## src/rtl/ycr_dm_dmi_resp_pkg.sv

```systemverilog
// Shared DM definitions: DMI register addresses, abstract-command error codes and FSM states.
package ycr_dm_dmi_resp_pkg;

    localparam logic [6:0] ADDR_DATA0        = 7'h04;
    localparam logic [6:0] ADDR_DATA1        = 7'h05;
    localparam logic [6:0] ADDR_DMCONTROL    = 7'h10;
    localparam logic [6:0] ADDR_DMSTATUS     = 7'h11;
    localparam logic [6:0] ADDR_HARTINFO     = 7'h12;
    localparam logic [6:0] ADDR_ABSTRACTCS   = 7'h16;
    localparam logic [6:0] ADDR_COMMAND      = 7'h17;
    localparam logic [6:0] ADDR_ABSTRACTAUTO = 7'h18;

    typedef enum logic [2:0] {
        CMDERR_NONE       = 3'd0,
        CMDERR_BUSY       = 3'd1,
        CMDERR_NOTSUP     = 3'd2,
        CMDERR_EXC        = 3'd3,
        CMDERR_HALTRESUME = 3'd4
    } cmderr_e;

    typedef enum logic [1:0] {
        ABS_IDLE = 2'd0,
        ABS_REQ  = 2'd1,
        ABS_EXEC = 2'd2
    } abs_state_e;

    // dmstatus: version 2, always authenticated, single-hart all/any pairs.
    function automatic logic [31:0] dmstatus_word(input logic halted, input logic resumeack);
        logic [31:0] w;
        w        = '0;
        w[3:0]   = 4'd2;
        w[7]     = 1'b1;
        w[9:8]   = {2{halted}};
        w[11:10] = {2{~halted}};
        w[17:16] = {2{resumeack}};
        return w;
    endfunction

endpackage

```

## src/rtl/ycr_dm_dmi_resp_if.sv

```systemverilog
// DMI request/response bundle between the DMI bridge (master) and the DM responder (slave).
interface ycr_dm_dmi_resp_if #(
    parameter int ADDR_W = 7,
    parameter int DATA_W = 32
);
    logic              req;
    logic              wr;
    logic [ADDR_W-1:0] addr;
    logic [DATA_W-1:0] wdata;
    logic              resp;
    logic [DATA_W-1:0] rdata;

    modport master (output req, wr, addr, wdata, input resp, rdata);
    modport slave  (input req, wr, addr, wdata, output resp, rdata);
endinterface

```

## src/rtl/ycr_dm_dmi_resp_abs_cmd_fsm.sv

```systemverilog
// Abstract-command sequencer: IDLE -> REQ (wait ack) -> EXEC (wait done), plus the sticky cmderr field.
module ycr_dm_dmi_resp_abs_cmd_fsm
    import ycr_dm_dmi_resp_pkg::*;
(
    input  logic       clk,
    input  logic       rst_n,
    input  logic       clr_i,
    input  logic       halted_i,
    input  logic       cmd_wr_i,
    input  logic       acc_i,
    input  logic       cs_wr_i,
    input  logic [2:0] cs_w1c_i,
    input  logic       auto_trig_i,
    input  logic       ack_i,
    input  logic       done_i,
    input  logic [2:0] err_i,
    output logic       busy_o,
    output logic       exec_o,
    output logic       cmd_latch_o,
    output logic       cmd_req_o,
    output cmderr_e    cmderr_o
);
    abs_state_e state_q, state_d;
    cmderr_e    cmderr_q, cmderr_d;
    logic       finish;

    always_ff @(posedge clk or negedge rst_n) begin
        if (!rst_n) begin
            state_q  <= ABS_IDLE;
            cmderr_q <= CMDERR_NONE;
        end else begin
            state_q  <= state_d;
            cmderr_q <= cmderr_d;
        end
    end

    always_comb begin
        state_d     = state_q;
        cmderr_d    = cmderr_q;
        cmd_latch_o = 1'b0;
        finish      = 1'b0;
        case (state_q)
            ABS_IDLE: begin
                if (cmd_wr_i) begin
                    if (cmderr_q == CMDERR_NONE) begin
                        if (!halted_i) begin
                            cmderr_d = CMDERR_HALTRESUME;
                        end else begin
                            state_d     = ABS_REQ;
                            cmd_latch_o = 1'b1;
                        end
                    end
                end else if (auto_trig_i && cmderr_q == CMDERR_NONE) begin
                    state_d = ABS_REQ;
                end else if (cs_wr_i && cmderr_q != CMDERR_NONE
                             && (cmderr_q & ~cs_w1c_i) == 3'b000) begin
                    // Clearing only when every set bit is written 1 keeps cmderr 0<->nonzero only.
                    cmderr_d = CMDERR_NONE;
                end
            end
            ABS_REQ: begin
                if (ack_i) begin
                    state_d = done_i ? ABS_IDLE : ABS_EXEC;
                    finish  = done_i;
                end
            end
            ABS_EXEC: begin
                if (done_i) begin
                    state_d = ABS_IDLE;
                    finish  = 1'b1;
                end
            end
            default: state_d = ABS_IDLE;
        endcase

        if (finish && cmderr_q == CMDERR_NONE) begin
            cmderr_d = cmderr_e'(err_i);
        end
        if (state_q != ABS_IDLE && (cmd_wr_i || acc_i) && cmderr_d == CMDERR_NONE) begin
            cmderr_d = CMDERR_BUSY;
        end
        if (clr_i) begin
            state_d     = ABS_IDLE;
            cmderr_d    = CMDERR_NONE;
            cmd_latch_o = 1'b0;
        end
    end

    assign busy_o    = (state_q != ABS_IDLE);
    assign exec_o    = (state_q == ABS_EXEC);
    assign cmd_req_o = (state_q == ABS_REQ);
    assign cmderr_o  = cmderr_q;

endmodule

```

## src/rtl/ycr_dm_dmi_resp.sv

```systemverilog
// DM-side DMI responder: DM register file, same-cycle read mux and halt/resume/abstract-command handshakes.
// Optional YCR_DM_AUTOEXEC_EN enables abstractauto.autoexecdata re-issue on data0 accesses.
module ycr_dm_dmi_resp
    import ycr_dm_dmi_resp_pkg::*;
#(
    parameter int          DMI_ADDR_W   = 7,
    parameter int          DMI_DATA_W   = 32,
    parameter logic [31:0] HARTINFO_VAL = 32'h0
) (
    input  logic                  clk,
    input  logic                  rst_n,
    ycr_dm_dmi_resp_if.slave      dmi,
    output logic                  dm2hart_haltreq_o,
    output logic                  dm2hart_resumereq_o,
    output logic                  dm2hart_ndmreset_o,
    output logic                  dm_active_o,
    input  logic                  hart2dm_halted_i,
    input  logic                  hart2dm_resumeack_i,
    output logic                  dm2hart_cmd_req_o,
    output logic [DMI_DATA_W-1:0] dm2hart_cmd_o,
    input  logic                  hart2dm_cmd_ack_i,
    input  logic                  hart2dm_cmd_done_i,
    input  logic [2:0]            hart2dm_cmd_err_i,
    input  logic                  hart2dm_data0_we_i,
    input  logic [DMI_DATA_W-1:0] hart2dm_data0_i
);
    localparam logic [DMI_ADDR_W-1:0] A_DATA0   = DMI_ADDR_W'(ADDR_DATA0);
    localparam logic [DMI_ADDR_W-1:0] A_DATA1   = DMI_ADDR_W'(ADDR_DATA1);
    localparam logic [DMI_ADDR_W-1:0] A_DMCTRL  = DMI_ADDR_W'(ADDR_DMCONTROL);
    localparam logic [DMI_ADDR_W-1:0] A_DMSTAT  = DMI_ADDR_W'(ADDR_DMSTATUS);
    localparam logic [DMI_ADDR_W-1:0] A_HARTINF = DMI_ADDR_W'(ADDR_HARTINFO);
    localparam logic [DMI_ADDR_W-1:0] A_ABSCS   = DMI_ADDR_W'(ADDR_ABSTRACTCS);
    localparam logic [DMI_ADDR_W-1:0] A_COMMAND = DMI_ADDR_W'(ADDR_COMMAND);
    localparam logic [DMI_ADDR_W-1:0] A_ABSAUTO = DMI_ADDR_W'(ADDR_ABSTRACTAUTO);

    logic                  dmactive_q, dmactive_d, haltreq_q, haltreq_d, ndmreset_q, ndmreset_d;
    logic                  resumereq_q, resumereq_d, ack_sticky_q, ack_sticky_d;
    logic [DMI_DATA_W-1:0] data0_q, data0_d, data1_q, data1_d, command_q, command_d;
    logic                  rd_req, wr_req, dmc_wr, clr, busy, exec, cmd_latch, auto_trig;
    logic [DMI_DATA_W-1:0] rdata_mux;
    cmderr_e               cmderr;

    assign rd_req = dmi.req & ~dmi.wr;
    assign wr_req = dmi.req & dmi.wr;
    assign dmc_wr = wr_req && (dmi.addr == A_DMCTRL);
    // Writing dmactive=0, or sitting inactive, holds everything else at reset.
    assign clr    = ~dmactive_q | (dmc_wr & ~dmi.wdata[0]);

`ifdef YCR_DM_AUTOEXEC_EN
    logic autoexec_q, autoexec_d;
    assign auto_trig = autoexec_q & dmi.req & (dmi.addr == A_DATA0);
`else
    assign auto_trig = 1'b0;
`endif

    ycr_dm_dmi_resp_abs_cmd_fsm u_abs_fsm (
        .clk         (clk),
        .rst_n       (rst_n),
        .clr_i       (clr),
        .halted_i    (hart2dm_halted_i),
        .cmd_wr_i    (wr_req && (dmi.addr == A_COMMAND)),
        .acc_i       ((dmi.req && (dmi.addr == A_DATA0 || dmi.addr == A_DATA1))
                      || (wr_req && (dmi.addr == A_ABSCS))),
        .cs_wr_i     (wr_req && (dmi.addr == A_ABSCS)),
        .cs_w1c_i    (dmi.wdata[10:8]),
        .auto_trig_i (auto_trig),
        .ack_i       (hart2dm_cmd_ack_i),
        .done_i      (hart2dm_cmd_done_i),
        .err_i       (hart2dm_cmd_err_i),
        .busy_o      (busy),
        .exec_o      (exec),
        .cmd_latch_o (cmd_latch),
        .cmd_req_o   (dm2hart_cmd_req_o),
        .cmderr_o    (cmderr)
    );

    always_comb begin
        dmactive_d   = dmactive_q;
        haltreq_d    = haltreq_q;
        ndmreset_d   = ndmreset_q;
        resumereq_d  = resumereq_q;
        ack_sticky_d = ack_sticky_q;
        data0_d      = data0_q;
        data1_d      = data1_q;
        command_d    = command_q;
`ifdef YCR_DM_AUTOEXEC_EN
        autoexec_d   = autoexec_q;
        if (wr_req && dmi.addr == A_ABSAUTO) autoexec_d = dmi.wdata[0];
`endif
        if (dmc_wr) begin
            dmactive_d = dmi.wdata[0];
            haltreq_d  = dmi.wdata[31];
            ndmreset_d = dmi.wdata[1];
        end
        if (resumereq_q && hart2dm_resumeack_i) begin
            resumereq_d  = 1'b0;
            ack_sticky_d = 1'b1;
        end
        if (dmc_wr && dmi.wdata[30] && !dmi.wdata[31] && hart2dm_halted_i) begin
            resumereq_d  = 1'b1;
            ack_sticky_d = 1'b0;
        end
        if (wr_req && dmi.addr == A_DATA0 && !busy)  data0_d = dmi.wdata;
        else if (exec && hart2dm_data0_we_i)         data0_d = hart2dm_data0_i;
        if (wr_req && dmi.addr == A_DATA1 && !busy)  data1_d = dmi.wdata;
        if (cmd_latch)                               command_d = dmi.wdata;
        if (clr) begin
            haltreq_d    = 1'b0;
            ndmreset_d   = 1'b0;
            resumereq_d  = 1'b0;
            ack_sticky_d = 1'b0;
            data0_d      = '0;
            data1_d      = '0;
            command_d    = '0;
`ifdef YCR_DM_AUTOEXEC_EN
            autoexec_d   = 1'b0;
`endif
        end
    end

    always_ff @(posedge clk or negedge rst_n) begin
        if (!rst_n) begin
            dmactive_q   <= 1'b0;
            haltreq_q    <= 1'b0;
            ndmreset_q   <= 1'b0;
            resumereq_q  <= 1'b0;
            ack_sticky_q <= 1'b0;
            data0_q      <= '0;
            data1_q      <= '0;
            command_q    <= '0;
`ifdef YCR_DM_AUTOEXEC_EN
            autoexec_q   <= 1'b0;
`endif
        end else begin
            dmactive_q   <= dmactive_d;
            haltreq_q    <= haltreq_d;
            ndmreset_q   <= ndmreset_d;
            resumereq_q  <= resumereq_d;
            ack_sticky_q <= ack_sticky_d;
            data0_q      <= data0_d;
            data1_q      <= data1_d;
            command_q    <= command_d;
`ifdef YCR_DM_AUTOEXEC_EN
            autoexec_q   <= autoexec_d;
`endif
        end
    end

    always_comb begin
        rdata_mux = '0;
        case (dmi.addr)
            A_DATA0:   rdata_mux = busy ? '0 : data0_q;
            A_DATA1:   rdata_mux = busy ? '0 : data1_q;
            A_DMCTRL:  rdata_mux = DMI_DATA_W'({haltreq_q, 29'b0, ndmreset_q, dmactive_q});
            A_DMSTAT:  rdata_mux = DMI_DATA_W'(dmstatus_word(hart2dm_halted_i, ack_sticky_q));
            A_HARTINF: rdata_mux = DMI_DATA_W'(HARTINFO_VAL);
            A_ABSCS:   rdata_mux = DMI_DATA_W'({19'b0, busy, 1'b0, cmderr, 4'b0, 4'd2});
`ifdef YCR_DM_AUTOEXEC_EN
            A_ABSAUTO: rdata_mux = DMI_DATA_W'(autoexec_q);
`endif
            default:   rdata_mux = '0;
        endcase
    end

    assign dmi.resp            = dmi.req;
    assign dmi.rdata           = rd_req ? rdata_mux : '0;
    assign dm2hart_haltreq_o   = haltreq_q;
    assign dm2hart_resumereq_o = resumereq_q;
    assign dm2hart_ndmreset_o  = ndmreset_q;
    assign dm_active_o         = dmactive_q;
    assign dm2hart_cmd_o       = command_q;

endmodule
```

## src/flat_wrapper.sv

```systemverilog
// flat-port wrapper written by rule: the top's interface ports become plain ports
module ycr_dm_dmi_resp_flat import ycr_dm_dmi_resp_pkg::*;
#(
    parameter int          DMI_ADDR_W   = 7,
    parameter int          DMI_DATA_W   = 32,
    parameter logic [31:0] HARTINFO_VAL = 32'h0
)
  (clk, rst_n, dm2hart_haltreq_o, dm2hart_resumereq_o, dm2hart_ndmreset_o, dm_active_o, hart2dm_halted_i, hart2dm_resumeack_i, dm2hart_cmd_req_o, dm2hart_cmd_o, hart2dm_cmd_ack_i, hart2dm_cmd_done_i, hart2dm_cmd_err_i, hart2dm_data0_we_i, hart2dm_data0_i, dmi_req, dmi_wr, dmi_addr, dmi_wdata, dmi_resp, dmi_rdata);
  ycr_dm_dmi_resp_if dmi_i ();
  input  logic clk;
  input  logic rst_n;
  output logic dm2hart_haltreq_o;
  output logic dm2hart_resumereq_o;
  output logic dm2hart_ndmreset_o;
  output logic dm_active_o;
  input  logic hart2dm_halted_i;
  input  logic hart2dm_resumeack_i;
  output logic dm2hart_cmd_req_o;
  output logic [DMI_DATA_W-1:0] dm2hart_cmd_o;
  input  logic hart2dm_cmd_ack_i;
  input  logic hart2dm_cmd_done_i;
  input  logic [2:0] hart2dm_cmd_err_i;
  input  logic hart2dm_data0_we_i;
  input  logic [DMI_DATA_W-1:0] hart2dm_data0_i;
  input wire logic [$bits(dmi_i.req)-1:0] dmi_req;
  input wire logic [$bits(dmi_i.wr)-1:0] dmi_wr;
  input wire logic [$bits(dmi_i.addr)-1:0] dmi_addr;
  input wire logic [$bits(dmi_i.wdata)-1:0] dmi_wdata;
  output wire logic [$bits(dmi_i.resp)-1:0] dmi_resp;
  output wire logic [$bits(dmi_i.rdata)-1:0] dmi_rdata;
  assign dmi_i.req = dmi_req;
  assign dmi_i.wr = dmi_wr;
  assign dmi_i.addr = dmi_addr;
  assign dmi_i.wdata = dmi_wdata;
  assign dmi_resp = dmi_i.resp;
  assign dmi_rdata = dmi_i.rdata;
  ycr_dm_dmi_resp #(.DMI_ADDR_W(DMI_ADDR_W), .DMI_DATA_W(DMI_DATA_W), .HARTINFO_VAL(HARTINFO_VAL)) u_core (.clk(clk), .rst_n(rst_n), .dmi(dmi_i), .dm2hart_haltreq_o(dm2hart_haltreq_o), .dm2hart_resumereq_o(dm2hart_resumereq_o), .dm2hart_ndmreset_o(dm2hart_ndmreset_o), .dm_active_o(dm_active_o), .hart2dm_halted_i(hart2dm_halted_i), .hart2dm_resumeack_i(hart2dm_resumeack_i), .dm2hart_cmd_req_o(dm2hart_cmd_req_o), .dm2hart_cmd_o(dm2hart_cmd_o), .hart2dm_cmd_ack_i(hart2dm_cmd_ack_i), .hart2dm_cmd_done_i(hart2dm_cmd_done_i), .hart2dm_cmd_err_i(hart2dm_cmd_err_i), .hart2dm_data0_we_i(hart2dm_data0_we_i), .hart2dm_data0_i(hart2dm_data0_i));
endmodule
```

## config.mk

```make
export PLATFORM = sky130hd
export DESIGN_NAME = ycr_dm_dmi_resp_flat
export DESIGN_NICKNAME = d
export VERILOG_FILES = /design/src/rtl/ycr_dm_dmi_resp_pkg.sv /design/src/rtl/ycr_dm_dmi_resp_if.sv /design/src/rtl/ycr_dm_dmi_resp_abs_cmd_fsm.sv /design/src/rtl/ycr_dm_dmi_resp.sv /design/src/flat_wrapper.sv
export SDC_FILE = /design/constraint.sdc
export NUM_CORES = 1
export LEC_CHECK = 0
export ABC_AREA = 1
export CORE_MARGIN = 2
export CORE_UTILIZATION = 53
export CTS_BUF_LIST = sky130_fd_sc_hd__clkbuf_4 sky130_fd_sc_hd__clkbuf_8 sky130_fd_sc_hd__clkbuf_16
export DETAILED_ROUTE_END_ITERATION = 6
export HOLD_SLACK_MARGIN = 0.08
export PLACE_DENSITY = 0.87
export SLEW_MARGIN = 20
export SYNTH_ARGS = -nofsm -noshare
export SYNTH_HDL_FRONTEND = slang
export SYNTH_SLANG_ARGS = --single-unit
```

## constraint.sdc

```tcl
create_clock -name clk -period 4.8 [get_ports clk]
set_input_delay 0.96 -clock clk [delete_from_list [all_inputs] [get_ports clk]]
set_output_delay 0.96 -clock clk [all_outputs]
set_load 0.02 [all_outputs]
```

==> impl_metrics.ini, run 1 <==
[logic_synthesis]
synth_top_family_by_area = compound AO/OA/AOI/OAI gates
synthMuxAreaShare = 0
ys_top_cells_by_area = dfrtp_1 47%, nand2_1 16%, o21ai_2 8.6%, o21ai_0 4.1%, a21oi_1 3.4%
post_synth_and_or_nand_nor_area_fraction = 0.223
synthesis.instances = 681
synth-edff-count = 0
synth_seq_cells = 106
synth_top_cells_by_count = 235 x nand2_1, 106 x dfrtp_1, 55 x o21ai_2
synthesis.yosys.warnings = 0
yosys.area_share.xor_xnor = 0
synthFlopType = dfrtp_1
syn-num-nets = 767
synth_compound_area_frac = 0.224
post_synth_fa_ha_maj_area_fraction = 0.00669
syn_area_um2 = 5610
yosys.area.top_type = dfrtp_1
distinct_cell_type_count_of_the_synthesized_netlist = 34
synthArstFlopShare = 1.00
syn_area_per_cell_um2 = 8.24
synth_top_area_share = 0.473
yosysSeqAreaShare = 0.473
yosysMostFrequentCell = nand2_1

[sta]
final.setup_skew_ps = 9.34
max_freq_ghz = 0.216
grt_setup_unrepaired = false
layout_setup_ws_ps = 176
maxSlewHeadroom = 0.253
timing.final.crit_share = 0.963
period_minus_slack_ps = 4620
post_route_setup_tns_ps = 0
tightestPinTransition_ps = 1120
finalMaxSlewViolations = 0
final_hold_viol_count = 0
finalSetupViolations = 0
hold_slack_ps = 487

[power]
p_total_mw = 1.68
irDropWorstVdd_mv = 0.197
total_leakage_power_nw = 3.13
pwr_density_cell_nw_per_um2 = 230

[cts]
post-cts-setup-buffers = 0
numCtsBuffers = 9
cts_repair_resize_count = 0
clock_tree.buffer_depth = 2
clock_insertion_delay_worst_skew_ps = 360
cts.clk_slew.worst_paths_ps = 100
cts_sinks = 106
cts-hold-fix-buffers = 0
clock_root_buffer = clkbuf_8
htree_levels = 3
tritoncts = built

[place]
dp.cells = 938
place_ws_ps = 225
post-dp-hpwl_mm = 11.3
placement.io_buffers = 152
gp_routability_congestion = 0.929

[run]
max-cap-violations = 0

[critical_path]
timing.critical_path.from_type = primary input
endpoint_kind = output port
worst-endpoint-arrival_ps = 3660
cp_max_fo = 17
critical_path_class = in2out
ff2ff_setup_slack_ps = 1940
critical_path_required_time_ps = 3840

[floorplanning]
rows = 37
core_um2 = 10300
die_area_um2 = 11400
dieHeight_um = 107
initial_core_util = 0.546
die_width_um = 107
ioPinCount = 153

[route]
number_of_drc_violations_after_detailed_routing_iteration_0 = 424
total_via_count_in_the_routed_design = 5311
via_to_cell_ratio = 5.57
drt_pass1_iterations = 6
route.antenna.remaining_nets = 0
drt-total-wl_mm = 16.0
number_of_drc_violations_after_detailed_routing = 0
drt-wirelength-per-cell_um = 16.7

[cells_and_area]
insertedDiodeCount = 0
finalNetCount = 899
stdcell_count = 954
layout-area-overhead-vs-synth_pct = 30.3
final_layout_size_suffix_gt1_frac = 0.128
fill_cells = 806

[outcome]
status = complete, no violations

[global_route]
groute.usage.overall = 0.289
grt_pass1_wl_mm = 26.2
grt_start_max_net_pins = 73
antenna_found_initial = 0
vias_in_the_first_global_route = 5290
grt.overflow.total = 0

[min_path]
worstHoldPathType = reg2reg
==> area by class of cell <==
cell class                      instances  area [um^2]  share of cell area
Inverter                               39          148              0.0202
Tap cell                              136          170              0.0233
Sequential cell                       106         2650               0.363
Timing Repair Buffer                  161         1600               0.219
Clock buffer                           13          166              0.0228
Clock inverter                          3         23.8             0.00325
Multi-Input combinational cell        496         2550               0.349
==> through the flow <==
stage | area [um^2] | utilization
2_1_floorplan | 5610 | -
3_3_place_gp | 7110 | 0.692
3_5_place_dp | 7110 | 0.692
4_1_cts | 7300 | 0.711
5_1_grt | 7310 | 0.711
6_report | 7310 | 0.711
==> report_power, final <==
part / switching [mW] / internal [mW]
combinational: 0.125 / 0.107
clock: 0.294 / 0.230
sequential: 0.0151 / 0.915
total: 0.433 / 1.25
==> routing by layer <==
metal / vias to the layer above / routed length [um] / GRT usage
li1: 2524 / - / -
met1: 2545 / 6630 / 0.388
met2: 224 / 7880 / 0.481
met3: 18 / 1240 / 0.0608
met4: 0 / 215 / 0.0733
met5: - / 0 / 0
==> logic make-up (layout without fill, tap and decap cells) <==
group | Yosys count | count (layout)
adder cells (fa/ha/maj) | 3 | 3
AND/OR/NAND/NOR | 304 | 304
AO/OA/AOI/OAI | 189 | 189
flip-flops | 106 | 106
buffers and inverters | 79 | 216
==> cells in the final DEF (no fill, tap or decap) <==
cell	instances
o21ai_1	10
a41oi_1	3
nor2_2	2
dfrtp_1	106
nand2_4	1
a21oi_1	38
clkbuf_8	11
inv_1	36
ha_1	3
a31oi_1	27
a22oi_1	1
nor3_1	2
clkinv_2	1
clkinvlp_4	2
nand2_2	10
nand4_4	1
buf_4	9
clkinv_4	1
a21oi_2	1
a211oi_1	1
nor2_1	27
a221oi_1	1
nand3_2	1
nand2_1	235
nor4_1	1
o21ai_0	46
buf_12	1
a21oi_4	2
nand3_1	16
clkbuf_4	2
o21ai_2	55
a22o_1	3
nand4_1	6
o21ai_4	1
inv_2	2
clkdlybuf4s50_1	151
nor2_4	2
==> sequential cells by signal, indices dropped and copies added, names as in the netlist <==
| register | cells |
|---|---|
| u_core.data0_q | 32 |
| u_core.u_abs_fsm.state_q | 2 |
| u_core.ack_sticky_q | 1 |
| u_core.dm2hart_haltreq_o | 1 |
| u_core.data1_q | 32 |
| u_core.u_abs_fsm.cmderr_o | 3 |
| u_core.dm_active_o | 1 |
| u_core.dm2hart_resumereq_o | 1 |
| u_core.dm2hart_ndmreset_o | 1 |
| u_core.dm2hart_cmd_o | 32 |
==> worst max-delay path: stages <==
cell             delay (ps)
clkdlybuf4s50_1         540
nand2_2                  90
nor2_4                  160
nand2_1                 180
nand2_1                 140
nor2_1                   60
a21oi_2                 240
nand2_1                 230
buf_4                   270
a21oi_1                 160
clkdlybuf4s50_1         640
==> final timing paths <==
path                                                              start                                   end  depth (start not counted)
max in group asynchronous                                         rst_n        u_core.data0_q[12]$_DFFE_PN0P_                          2
worst min register to register     u_core.dm2hart_cmd_o[11]$_DFFE_PN0P_  u_core.dm2hart_cmd_o[11]$_DFFE_PN0P_                          2
min in group asynchronous                                         rst_n        u_core.data1_q[21]$_DFFE_PN0P_                          1
worst max register to register  u_core.u_abs_fsm.state_q[1]$_DFFE_PN0P_         u_core.data0_q[9]$_DFFE_PN0P_                         10
worst max-delay path                                        dmi_addr[4]                         dmi_rdata[30]                         11
worst min-delay path               u_core.dm2hart_cmd_o[11]$_DFFE_PN0P_  u_core.dm2hart_cmd_o[11]$_DFFE_PN0P_                          2
No activity file was read; power rests on OpenSTA's default activity.
==> run 2: changes to the inputs <==
Settings changed: GPL_ROUTABILITY_DRIVEN from default to 0, SLEW_MARGIN 20 to 10.
==> impl_metrics.ini, run 2 (synthesized netlist as in run 1, its figures left out) <==
[outcome]
status = complete, no violations

[sta]
timing.final.crit_share = 0.950
max_freq_ghz = 0.219
post_route_setup_tns_ps = 0
tightestPinTransition_ps = 1120
period_minus_slack_ps = 4560
final_hold_viol_count = 0
grt_setup_unrepaired = false
final.setup_skew_ps = 17.2
finalMaxSlewViolations = 0
maxSlewHeadroom = 0.250
finalSetupViolations = 0

[cts]
cts_repair_resize_count = 0
cts.clk_slew.worst_paths_ps = 100
clock_root_buffer = clkbuf_8
clock_tree.buffer_depth = 2
clock_insertion_delay_worst_skew_ps = 360
post-cts-setup-buffers = 0
cts-hold-fix-buffers = 0
numCtsBuffers = 9
htree_levels = 3
cts_sinks = 106
tritoncts = built

[cells_and_area]
stdcell_count = 953
most_common_cell_after_layout_fill_and_taps_aside = nand2_1
stdcell_area_um2 = 7290
layout-area-overhead-vs-synth_pct = 30.0
finalNetCount = 899
insertedDiodeCount = 0
finalCoreUtilization = 0.710
leading_cell_types_in_the_layout_fill_and_taps_excluded = 235 x nand2_1, 151 x clkdlybuf4s50_1, 106 x dfrtp_1
final_layout_size_suffix_gt1_frac = 0.127

[global_route]
vias_in_the_first_global_route = 5207
antenna_found_initial = 0
groute.usage.overall = 0.277
grt_start_max_net_pins = 73
grt_pass1_wl_mm = 25.2
grt.overflow.total = 0

[route]
number_of_drc_violations_after_detailed_routing = 0
number_of_drc_violations_after_detailed_routing_iteration_0 = 333
drt_pass1_iterations = 5
total_via_count_in_the_routed_design = 5318
drt-total-wl_mm = 15.5
route.antenna.remaining_nets = 0
drt-wirelength-per-cell_um = 16.3
via_to_cell_ratio = 5.58

[critical_path]
worst-endpoint-arrival_ps = 3600
crit-reg2reg-launch = u_core.u_abs_fsm.state_q[0]$_DFFE_PN0P_
endpoint_kind = output port
timing.critical_path.from_type = primary input
ff2ff_setup_slack_ps = 1600
critical_path_class = in2out
crit-reg2reg-capture = u_core.data0_q[23]$_DFFE_PN0P_
critical_path_required_time_ps = 3840
critPathLaunch = dmi_addr[4]
cp_max_fo = 17
worst_r2r_path_depth = 8

[min_path]
min_path_cells = 2
worstHoldPathType = reg2reg
hold_end = u_core.data1_q[21]$_DFFE_PN0P_
worst_hold_startpoint = u_core.data1_q[21]$_DFFE_PN0P_

[floorplanning]
ioPinCount = 153
core_um2 = 10300
dieHeight_um = 107
rows = 37
initial_core_util = 0.546
die_width_um = 107
die_area_um2 = 11400

[place]
dpl_cell_area_um2 = 7110
dp.cells = 938
placement.io_buffers = 152
post-dp-hpwl_mm = 10.9

[power]
p_total_mw = 1.67
power.combinational.fraction = 0.138
power.clock.fraction = 0.305
power.sequential.fraction = 0.557
power.share.switching = 0.259
irDropWorstVdd_mv = 0.131
pwr_density_cell_nw_per_um2 = 229
total_leakage_power_nw = 3.12
power_switching_mw = 0.432
internal_power_mw = 1.24

[run]
max-cap-violations = 0
## run 2: cell count changes in the layout (fill, tap and decap cells not counted)
| cell | previous run | this run |
|---|---|---|
| nand2_2 | 10 | 11 |
| clkbuf_8 | 11 | 10 |
| inv_6 | 0 | 1 |
| clkinvlp_4 | 2 | 1 |
| nand2_4 | 1 | 0 |
## run 2: area by class of cell
type                            instances  area, um^2
Tap cell                              136         170
Multi-Input combinational cell        496        2540
Clock buffer                           12         153
Clock inverter                          3        25.0
Timing Repair Buffer                  161        1600
Fill cell                             836        2990
Inverter                               39         148
Sequential cell                       106        2650
## run 2: power groups by stage
stage               sequential (mW)  combinational (mW)  clock [mW]
floorplan                     0.958              0.0883           0
global placement              0.946               0.226           0
detailed placement            0.947               0.230           0
CTS                           0.930               0.231       0.523
global route                  0.932               0.249       0.556
finish                        0.930               0.230       0.509
## run 2: worst max-delay path by stage
| stage | to | cells after the start |
|---|---|---|
| final | dmi_rdata[24] | 11 |
| after global placement | dmi_rdata[23] | 11 |
| after floorplan | dmi_rdata[13] | 10 |
| after global routing | dmi_rdata[27] | 12 |
| after CTS | dmi_rdata[21] | 11 |
| after detailed placement | dmi_rdata[21] | 11 |
## run 2: worst max-delay path, stage by stage
cell and delay (ps):
clkdlybuf4s50_1 530, nand2_2 90, nor2_4 160, nand2_1 170, nand2_1 130, nor2_1 50, a21oi_2 220, nand2_1 220
buf_4 300, a21oi_1 140, clkdlybuf4s50_1 630
## run 2: stage by stage
stage	worst slack, ps	hold slack [ps]
floorplan	1530	455
global placement	370	467
detailed placement	278	468
CTS	266	494
global route	24.8	520
finish	241	492
## run 2: metal layers
layer,GRT usage,up-vias,wire (um)
met3,0.0535,28,1390
li1,-,2518,-
met2,0.460,267,7630
met5,0,-,0
met1,0.363,2505,6140
met4,0.101,0,326
==> run 3: changes to the inputs <==
Settings changed: MAX_ROUTING_LAYER from default to met4.
==> impl_metrics.ini, run 3 (synthesized netlist as in run 1, its figures left out) <==
[critical_path]
cp_max_fo = 17
ff2ff_setup_slack_ps = 1600
worst_path_dominant_cell_family = buffers and inverters
worst-endpoint-arrival_ps = 3620
timing.critical_path.from_type = primary input
critical_path_buf_inv_count = 3
critical_path_required_time_ps = 3840
slowest_stage = clkdlybuf4s50_1
slowest_delay_ps = 630
endpoint_kind = output port
crit_path_cell_trace = clkdlybuf4s50_1 -> nand2_2 -> nor2_4 -> nand2_1 -> nand2_1 -> nor2_1 -> a21oi_2 -> nand2_1 -> buf_4 -> a21oi_1 -> clkdlybuf4s50_1
cp_common_cell = nand2_1
critical_path_class = in2out

[route]
total_via_count_in_the_routed_design = 5371
via_to_cell_ratio = 5.64
number_of_drc_violations_after_detailed_routing = 0
route.antenna.remaining_nets = 0
number_of_drc_violations_after_detailed_routing_iteration_0 = 294
drt-total-wl_mm = 15.5
drt-wirelength-per-cell_um = 16.3
drt_pass1_iterations = 5

[global_route]
grt_pass1_wl_mm = 25.1
grt_start_max_net_pins = 73
groute.usage.overall = 0.285
grt.overflow.total = 0
antenna_found_initial = 0
vias_in_the_first_global_route = 5187

[sta]
max_freq_ghz = 0.218
layout_setup_ws_ps = 223
maxSlewHeadroom = 0.238
final_hold_viol_count = 0
finalMaxSlewViolations = 0
finalSetupViolations = 0
grt_setup_unrepaired = false
tightestPinTransition_ps = 1140
period_minus_slack_ps = 4580
post_route_setup_tns_ps = 0
final.setup_skew_ps = 18.9
timing.final.crit_share = 0.953

[cts]
tritoncts = built
htree_levels = 3
cts_sinks = 106
post-cts-setup-buffers = 0
clock_tree.buffer_depth = 2
cts.clk_slew.worst_paths_ps = 100
clock_insertion_delay_worst_skew_ps = 360
clock_root_buffer = clkbuf_8
cts-hold-fix-buffers = 0
cts_repair_resize_count = 0
numCtsBuffers = 9

[floorplanning]
core_um2 = 10300
dieHeight_um = 107
rows = 37
die_width_um = 107
ioPinCount = 153
die_area_um2 = 11400
initial_core_util = 0.546

[cells_and_area]
leading_cell_types_in_the_layout_fill_and_taps_excluded = 235 x nand2_1, 151 x clkdlybuf4s50_1, 106 x dfrtp_1
most_common_cell_after_layout_fill_and_taps_aside = nand2_1
final_layout_size_suffix_gt1_frac = 0.127
finalNetCount = 899
finalCoreUtilization = 0.710
layout-area-overhead-vs-synth_pct = 30.0
insertedDiodeCount = 0

[power]
total_leakage_power_nw = 3.12
pwr_density_cell_nw_per_um2 = 229
irDropWorstVdd_mv = 0.131

[min_path]
worstHoldPathType = reg2reg

[place]
post-dp-hpwl_mm = 10.9
place_ws_ps = 278
placement.io_buffers = 152

[outcome]
status = complete, no violations

[run]
max-cap-violations = 0
run 3: cell counts in the layout (fill, tap and decap cells not counted):
Identical to the previous run, type by type.
run 3: tightest hold or removal path, delay by kind of cell, from the launching register on:
| kind | cells | cell delay (ps) |
|---|---|---|
| flops | 1 | 360 |
| simple gates | 1 | 60 |
| compound gates | 1 | 50 |
run 3: report_power, final:
group | leakage (nW) | internal [mW] | switching [mW] | total, mW
clock network | 0.0899 | 0.215 | 0.294 | 0.510
logic | 1.56 | 0.107 | 0.123 | 0.230
registers | 1.47 | 0.915 | 0.0150 | 0.930
run 3: final timing paths:
kind	startpoint	to	cells past startpoint
max reg2reg	u_core.u_abs_fsm.state_q[0]$_DFFE_PN0P_	u_core.data0_q[23]$_DFFE_PN0P_	8
max in group asynchronous	rst_n	u_core.data1_q[29]$_DFFE_PN0P_	2
min	u_core.data1_q[21]$_DFFE_PN0P_	u_core.data1_q[21]$_DFFE_PN0P_	2
min reg2reg	u_core.data1_q[21]$_DFFE_PN0P_	u_core.data1_q[21]$_DFFE_PN0P_	2
max	dmi_addr[4]	dmi_rdata[24]	11
min in group asynchronous	rst_n	u_core.dm2hart_cmd_o[21]$_DFFE_PN0P_	1
run 3: per-layer routing:
layer  up-vias  track usage  routed length, um
met1      2562        0.366               6280
met4         0        0.100                299
met5         -            -                  0
met3        29       0.0498               1230
li1       2519            -                  -
met2       261        0.459               7720
run 3: per-stage QoR:
| step | cell area, um^2 | power (mW) | instances | hold WS [ps] |
|---|---|---|---|---|
| 2_1_floorplan | 5610 | 1.05 | 681 | 455 |
| 3_3_place_gp | 7110 | 1.17 | 938 | 467 |
| 3_5_place_dp | 7110 | 1.18 | 938 | 468 |
| 4_1_cts | 7290 | 1.68 | 953 | 494 |
| 5_1_grt | 7290 | 1.74 | 953 | 520 |
| 6_report | 7290 | 1.67 | 953 | 494 |
run 3: final cells by class:
cell class / instances / area, um^2
inverter: 39 / 148
clock inverter: 3 / 25.0
sequential: 106 / 2650
fill: 836 / 2990
tap: 136 / 170
clock buffer: 12 / 153
multi-input combinational: 496 / 2540
timing repair buffer: 161 / 1600
